<file path="config.mk">
export PLATFORM = sky130hd
export DESIGN_NAME = cntr_run_ctrl
export DESIGN_NICKNAME = d
export VERILOG_FILES = /design/src/rtl/cntr_run_ctrl.sv
export SDC_FILE = /design/constraint.sdc
export NUM_CORES = 1
export LEC_CHECK = 0
export ABC_AREA = 1
export BUFFER_PORTS_ARGS = -buffer_cell sky130_fd_sc_hd__clkbuf_2
export CORE_MARGIN = 2
export CORE_UTILIZATION = 31
export CTS_CLUSTER_DIAMETER = 100
export DETAILED_ROUTE_END_ITERATION = 12
export GPL_ROUTABILITY_DRIVEN = 0
export GPL_TIMING_DRIVEN = 0
export RECOVER_POWER = 50
export SYNTH_ARGS = -nofsm -noshare
export SYNTH_HDL_FRONTEND = slang
export SYNTH_SLANG_ARGS = --single-unit
</file>
<file path="constraint.sdc">
create_clock -name clk -period 1.7 [get_ports clk]
set_input_delay 0.085 -clock clk [delete_from_list [all_inputs] [get_ports clk]]
set_output_delay 0.085 -clock clk [all_outputs]
set_load 0.05 [all_outputs]
</file>
<file path="src/rtl/cntr_run_ctrl.sv">
// Run/stop/single-step sequencer and freeze-snapshot logic for the LED counter's clock-enable.
// Optional breakpoint halt is compiled in when CNTR_RUN_CTRL_BREAK_EN is defined.
module cntr_run_ctrl #(
  parameter int CNT_W  = 8,
  parameter int STEP_W = 16
) (
  input  logic              clk,
  input  logic              reset,
  input  logic              cmd_valid,
  output logic              cmd_ready,
  input  logic [1:0]        cmd_op,
  input  logic [STEP_W-1:0] cmd_arg,
  output logic              cnt_en,
  input  logic [CNT_W-1:0]  cnt_q,
  output logic              cap_valid,
  output logic [CNT_W-1:0]  cap_data,
  input  logic              cap_ready,
  output logic              done,
  output logic              busy
`ifdef CNTR_RUN_CTRL_BREAK_EN
  ,
  input  logic              bp_en,
  input  logic [CNT_W-1:0]  bp_val,
  output logic              bp_hit
`endif
);

  typedef enum logic [2:0] {
    S_IDLE   = 3'd0,
    S_RUN    = 3'd1,
    S_STEP   = 3'd2,
    S_SETTLE = 3'd3,
    S_HOLD   = 3'd4
  } state_t;

  localparam logic [1:0] OP_STOP    = 2'b00;
  localparam logic [1:0] OP_RUN     = 2'b01;
  localparam logic [1:0] OP_STEP    = 2'b10;
  localparam logic [1:0] OP_CAPTURE = 2'b11;

  state_t              state_q, state_d;
  logic                cnt_en_q, cnt_en_d;
  logic                done_q, done_d;
  logic                cap_valid_q, cap_valid_d;
  logic [CNT_W-1:0]    cap_data_q, cap_data_d;
  logic [STEP_W-1:0]   step_q, step_d;
  logic                accept;
  logic                bp_trip;

  assign cmd_ready = (state_q == S_IDLE) || (state_q == S_RUN);
  assign accept    = cmd_valid && cmd_ready;

`ifdef CNTR_RUN_CTRL_BREAK_EN
  logic                bp_hit_q;
  logic [CNT_W-1:0]    bp_prev;

  // The halt decision is made one count early so the counter's final increment lands on bp_val.
  assign bp_prev = bp_val - CNT_W'(1);
  assign bp_trip = cnt_en_q && bp_en && (cnt_q == bp_prev) &&
                   ((state_q == S_RUN) || (state_q == S_STEP));

  always_ff @(posedge clk) begin
    if (!reset) begin
      bp_hit_q <= 1'b0;
    end else begin
      bp_hit_q <= bp_trip;
    end
  end

  assign bp_hit = bp_hit_q;
`else
  assign bp_trip = 1'b0;
`endif

  always_comb begin
    state_d     = state_q;
    cnt_en_d    = cnt_en_q;
    done_d      = 1'b0;
    cap_valid_d = cap_valid_q;
    cap_data_d  = cap_data_q;
    step_d      = step_q;

    unique case (state_q)
      S_IDLE: begin
        if (accept) begin
          unique case (cmd_op)
            OP_RUN: begin
              state_d  = S_RUN;
              cnt_en_d = 1'b1;
            end
            OP_STEP: begin
              if (cmd_arg != '0) begin
                state_d  = S_STEP;
                cnt_en_d = 1'b1;
                step_d   = cmd_arg;
              end else begin
                done_d = 1'b1;
              end
            end
            OP_CAPTURE: state_d = S_SETTLE;
            default: ;
          endcase
        end
      end

      S_RUN: begin
        if (accept && (cmd_op == OP_STOP)) begin
          cnt_en_d = 1'b0;
          done_d   = 1'b1;
          state_d  = S_IDLE;
        end else if (accept && (cmd_op == OP_CAPTURE)) begin
          cnt_en_d = 1'b0;
          state_d  = S_SETTLE;
        end
        // A breakpoint coinciding with CAPTURE still honours the capture.
        if (bp_trip) begin
          cnt_en_d = 1'b0;
          done_d   = 1'b1;
          if (state_d == S_RUN) state_d = S_IDLE;
        end
      end

      S_STEP: begin
        if (cnt_en_q && (step_q != '0)) step_d = step_q - STEP_W'(1);
        if ((step_q == STEP_W'(1)) || bp_trip) begin
          cnt_en_d = 1'b0;
          done_d   = 1'b1;
          step_d   = '0;
          state_d  = S_IDLE;
        end
      end

      S_SETTLE: begin
        cap_data_d  = cnt_q;
        cap_valid_d = 1'b1;
        state_d     = S_HOLD;
      end

      S_HOLD: begin
        if (cap_ready) begin
          cap_valid_d = 1'b0;
          state_d     = S_IDLE;
        end
      end

      default: begin
        state_d     = S_IDLE;
        cnt_en_d    = 1'b0;
        cap_valid_d = 1'b0;
        step_d      = '0;
      end
    endcase
  end

  always_ff @(posedge clk) begin
    if (!reset) begin
      state_q     <= S_IDLE;
      cnt_en_q    <= 1'b0;
      done_q      <= 1'b0;
      cap_valid_q <= 1'b0;
      cap_data_q  <= '0;
      step_q      <= '0;
    end else begin
      state_q     <= state_d;
      cnt_en_q    <= cnt_en_d;
      done_q      <= done_d;
      cap_valid_q <= cap_valid_d;
      cap_data_q  <= cap_data_d;
      step_q      <= step_d;
    end
  end

  assign cnt_en    = cnt_en_q;
  assign done      = done_q;
  assign cap_valid = cap_valid_q;
  assign cap_data  = cap_data_q;
  assign busy      = (state_q != S_IDLE);

endmodule

</file>
### Word-level counts from Yosys, hierarchy flattened

Index checks and enable logic that the tools add are counted.

| word-level totals | value |
|---|---|
| register bits after elaboration | 30 |
| input port bits | 30 |
| output and inout port bits | 13 |

| cells by class | value |
|---|---|
| add/sub/neg operators | 1 |
| equal/unequal tests | 18 |
| mux-type cells | 29 |
| bitwise operators | 3 |
| reductions and logical operators | 17 |

Operator list:

| operator | count |
|---|---|
| 2-to-1 mux 16 bit | 5 |
| case mux 16 bit (3 select lines) | 1 |
| nonzero test 16 bit | 2 |
| 2-to-1 mux 3 bit | 6 |
| equality test 16 x 1 -> 1 bit, second input constant | 1 |
| subtractor 16 x 1 -> 16 bit, second input constant | 1 |
| case mux 3 bit (5 select lines) | 1 |
| AND reduction 6 bit | 2 |
| 2-to-1 mux 1 bit | 11 |
| case mux 3 bit (3 select lines) | 1 |
| equality test 3 x 2 -> 1 bit, second input constant | 2 |
| != test 2 bit, second input constant | 3 |
| != test 3 x 1 -> 1 bit, second input constant | 2 |
| != test 3 bit, second input constant | 2 |
| case mux 1 bit (3 select lines) | 2 |
| OR reduction 3 bit | 2 |
| AND reduction 5 bit | 1 |
| equality test 2 bit, second input constant | 2 |
| logical AND 1 bit | 4 |
| != test 2 x 1 -> 1 bit, second input constant | 2 |
| != test 4 x 1 -> 1 bit, second input constant | 1 |
| case mux 1 bit (4 select lines) | 1 |
| equality test 3 x 1 -> 1 bit, second input constant | 1 |
| equality test 3 bit, second input constant | 1 |
| other kinds (9) | 11 |

### Longest topological paths before layout

| depth | value |
|---|---|
| depth in word-level cells | 7 |
| depth in mapped cells | 12 |
| gate-level depth less buffers | 11 |

### Least setup slack after synthesis

Ideal clock, no wire load.

| timing | value |
|---|---|
| path type | register -> register |
| start | reg state_q[0] |
| end | reg cnt_en_q (netlist: cnt_en) |
| arrival time | 1.883 ns |
| data required time | 1.586 ns |
| slack | -0.297 ns |
| stages on the path, launching flop included | 11 |
| buffers on the path | 0 |
| period minus slack after synthesis | 1.997 ns |
| cells stage by stage | dfxtp_1 > nor2_2 > nand2_1 > nand2_2 > nand3_1 > nand3_1 > nand2_1 > nor2_1 > nand2_1 > nand2_1 > nor2_1 |

| on the way | value |
|---|---|
| cells in the longest elaborated chain, start to end | 6 |

Ends and longest elaborated chain:

| what | line | RTL |
|---|---|---|
| start, declared | 41 | `state_t state_q, state_d;` |
| start signal, assigned | 164 | `state_q <= state_d;` |
| equality test 3 x 1 -> 1 bit / logical NOT 3 bit (equally long branches) | 50 | `assign cmd_ready = (state_q == S_IDLE) \|\| (state_q == S_RUN);` |
| logical OR 1 bit (*) | 50 |  |
| named net cmd_ready | 10 | `output logic cmd_ready,` |
| logical AND 1 bit (*) | 51 | `assign accept = cmd_valid && cmd_ready;` |
| logical AND 1 bit, on equally long branches | 107, 111 |  |
| != test 3 x 1 -> 1 bit (no source line) / 2-to-1 mux 1 bit (equally long branches) | - |  |
| AND reduction 6 bit (no source line) / case mux 1 bit (4 select lines) (equally long branches) | - |  |
| end signal, assigned | 165 | `cnt_en_q <= cnt_en_d;` |
| end, declared | 42 | `logic cnt_en_q, cnt_en_d;` |

The timed path passes the listed nets; every way through them passes the cells marked *.
A chain may end at the register's enable or synchronous reset.

### Worst setup path in the final report

| timing | value |
|---|---|
| start | reg step_q[4] |
| end | reg step_q[4] |

| on the way | value |
|---|---|
| cells in the longest elaborated chain, start to end | 4 |

Ends and longest elaborated chain:

| what | line | RTL |
|---|---|---|
| start, declared | 46 | `logic [STEP_W-1:0] step_q, step_d;` |
| start signal, assigned | 169 | `step_q <= step_d;` |
| subtractor 16 x 1 -> 16 bit / nonzero test 16 bit (equally long branches) | 124 | `if (cnt_en_q && (step_q != '0)) step_d = step_q - STEP_W'(1);` |
| 2-to-1 mux 16 bit / logical AND 1 bit (equally long branches) | 124 |  |
| 2-to-1 mux 16 bit / != test 3 bit (equally long branches) | - |  |
| case mux 16 bit (3 select lines) / AND reduction 5 bit (equally long branches) | - |  |

Parallel ways exist; a longest one is shown, timed or not. The select of a mux whose other input is x is not followed.

==> impl_metrics.json <==
{
  "fillers": 705,
  "cp-start-kind": "flop",
  "p_per_area_nw_per_um2": 2390,
  "max-slew-margin-rel_pct": 47.8,
  "final_cells": 469,
  "cp-end-kind": "flop",
  "cts_tree": "done",
  "slew_viol_final": 0,
  "rows": 29,
  "layout.nets": 428,
  "diodes": 0,
  "p_leak_uw": 0.00127,
  "drv_cap": 0,
  "gr-total-overflow": 0,
  "postRouteAntennaNets": 0,
  "grt_pass1_wl_um": 9000,
  "clk_path_buf_depth": 2,
  "finClkSkew_ns": 0.00707,
  "antenna_found_initial": 0,
  "grt_util_all_layers_pct": 15.4,
  "drive_gt1_share_pct": 27.6,
  "drc": 0,
  "arrival_ns": 1.83,
  "ys_types": 29,
  "htreeDepth": 2,
  "die_area_um2": 7270,
  "p_comb_share_pct": 66.9,
  "peakVddDrop_mv": 1.13,
  "cts_num_sinks": 30,
  "synth.yosys.seq_area_share_pct": 29.3,
  "path_clk_slew_ns": 0.07,
  "grt_max_degree": 11,
  "port_buffers": 42,
  "syn_area_um2": 2050,
  "postSynthAreaPerCell_um2": 6.21,
  "power_frac_clock_pct": 14.5,
  "required_ns": 1.91,
  "fmaxAchievable_mhz": 618,
  "tns_ns": 0,
  "layout_commonest_cell": "nand2_1",
  "finalSetupViolations": 0,
  "postRouteWirelength_um": 5710,
  "die_h_um": 85.3,
  "syn-instance-count": 330,
  "worst_pin_slew_ns": 0.784,
  "final_cell_mix": "nand2_1, nor2_1, clkbuf_2, dfxtp_1, inv_1",
  "io_pins": 43,
  "grt_pass1_vias": 1972,
  "stdcell_area_um2": 2650,
  "crit_type": "flop to flop",
  "power_frac_seq_pct": 18.6,
  "placedCellCount": 449,
  "syn_to_final_growth_pct": 29.5,
  "crit_fanout": 7,
  "power_switching_uw": 3230,
  "power_uw": 6340,
  "cts-root-buf": "clkbuf_8",
  "chipWidth_um": 85.3,
  "clk_latency_ns": 0.29,
  "finalCriticalPeriod_ns": 1.62,
  "numCtsBuffers": 5,
  "synth_nets": 367,
  "start_util_pct": 32.1,
  "post_dp_cell_area_um2": 2360,
  "coreArea_um2": 6390,
  "drt_iter0_drc": 154,
  "wl_per_cell_um": 12.2,
  "switching_share_pct": 50.9,
  "synth-seq-cells": 30,
  "intPower_uw": 3110,
  "worstHoldPathType": "primary input to flop",
  "vias": 2218,
  "viasPerCell": 4.73,
  "holdWs_ns": 0.0410,
  "firstDrtPassIters": 4,
  "hold_violations": 0,
  "status": "completed",
  "hpwl_um": 4150,
  "finalCritPeriodShare_pct": 95.1,
  "ys_warn_count": 0
}
-- registers in the layout (all words and copies together) (netlist names) --
name / count
step_q: 16
cap_data: 8
state_q: 3
cap_valid: 1
cnt_en: 1
done: 1
-- Yosys cell counts --
library cell,number,area [um2]
nand2_1,112,420
nor2_1,67,251
dfxtp_1,30,601
inv_1,18,67.6
nand3_1,16,80.1
o21ai_0,15,75.1
nand2_2,11,68.8
a21oi_1,9,45.0
a21oi_2,9,78.8
ha_1,7,87.6
inv_2,5,18.8
nand3b_1,5,37.5
xor2_1,4,35.0
nor2_2,3,18.8
a21oi_4,2,32.5
buf_2,2,10.0
clkbuf_1,2,7.51
xnor2_1,2,17.5
buf_12,1,20.0
buf_6,1,11.3
clkinv_1,1,3.75
nand2_4,1,11.3
nand4_1,1,6.26
nor2_4,1,11.3
nor3_1,1,5.00
o21a_1,1,7.51
o21ai_1,1,5.00
o22ai_1,1,6.26
o31ai_1,1,7.51
-- cells by family (layout without fill, tap and decap cells) --
group | count (synthesis) | in the layout | synth area share (%)
AO/OA/AOI/OAI | 39 | 39 | 12.6
AND/OR/NAND/NOR | 218 | 218 | 44.5
XOR/XNOR | 6 | 6 | 2.57
adder cells (fa/ha/maj) | 7 | 7 | 4.28
flip-flops | 30 | 30 | 29.3
buffers and inverters | 30 | 92 | 6.78
-- worst max-delay path, stage by stage (launching register included) --
cell and delay [ns]:
dfxtp_1 0.37, nor2_2 0.16, nand2_2 0.13, nor2_4 0.17
a21oi_4 0.09, a21oi_4 0.26, buf_4 0.20, nand2_1 0.05
a21oi_1 0.12
-- per-layer routing --
| layer | vias to the layer above | part of all wire [%] | global-route usage, % |
|---|---|---|---|
| met4 | 0 | 0.54 | 5.05 |
| met2 | 51 | 47 | 25.2 |
| li1 | 1157 | - | - |
| met1 | 1006 | 45 | 20.0 |
| met5 | - | 0 | 0 |
| met3 | 4 | 6.7 | 3.50 |
-- metrics by stage --
stage	worst slack (ns)	utilization (%)
after floorplan	0.0137	-
after global routing	-0.00913	41.5
after detailed placement	-0.0784	37.0
after CTS	0.0241	39.4
final	0.0827	41.5
after global placement	-0.0779	37.0
-- timing repair --
item / in CTS / in global routing
gates cloned: 0 / 1
gates resized for setup: 4 / 25
setup buffers: 0 / 11
endpoints found under the setup margin: 8 / 17
hold buffers: 0 / 0
pin swaps: 0 / 9
-- power groups by stage --
stage	clock (uW)	combinational [uW]	sequential [uW]
2_1_floorplan	0	2880	1270
3_3_place_gp	0	3710	1150
3_5_place_dp	0	3740	1150
4_1_cts	936	3800	1150
5_1_grt	968	4740	1220
6_report	919	4240	1180
-- cell type report --
type	instances	area [um2]	share of cell area, %
Timing Repair Buffer	54	287	10.8
Sequential cell	30	607	22.9
Clock inverter	2	60.1	2.26
Multi-Input combinational cell	270	1380	52.0
Buffer	6	51.3	1.93
Inverter	24	90.1	3.40
Tap cell	77	96.3	3.63
Clock buffer	6	82.6	3.11
-- worst paths after layout --
check,startpoint,end,slack (ns),cells past startpoint
worst max-delay path,step_q[4],step_q[4],0.08,8
worst min register to register,cap_data[3],cap_data[3],0.49,2
worst max register to register,step_q[4],step_q[4],0.08,8
worst min-delay path,cnt_q[3],cap_data[3],0.04,3
(Power assumes the default switching activity.)
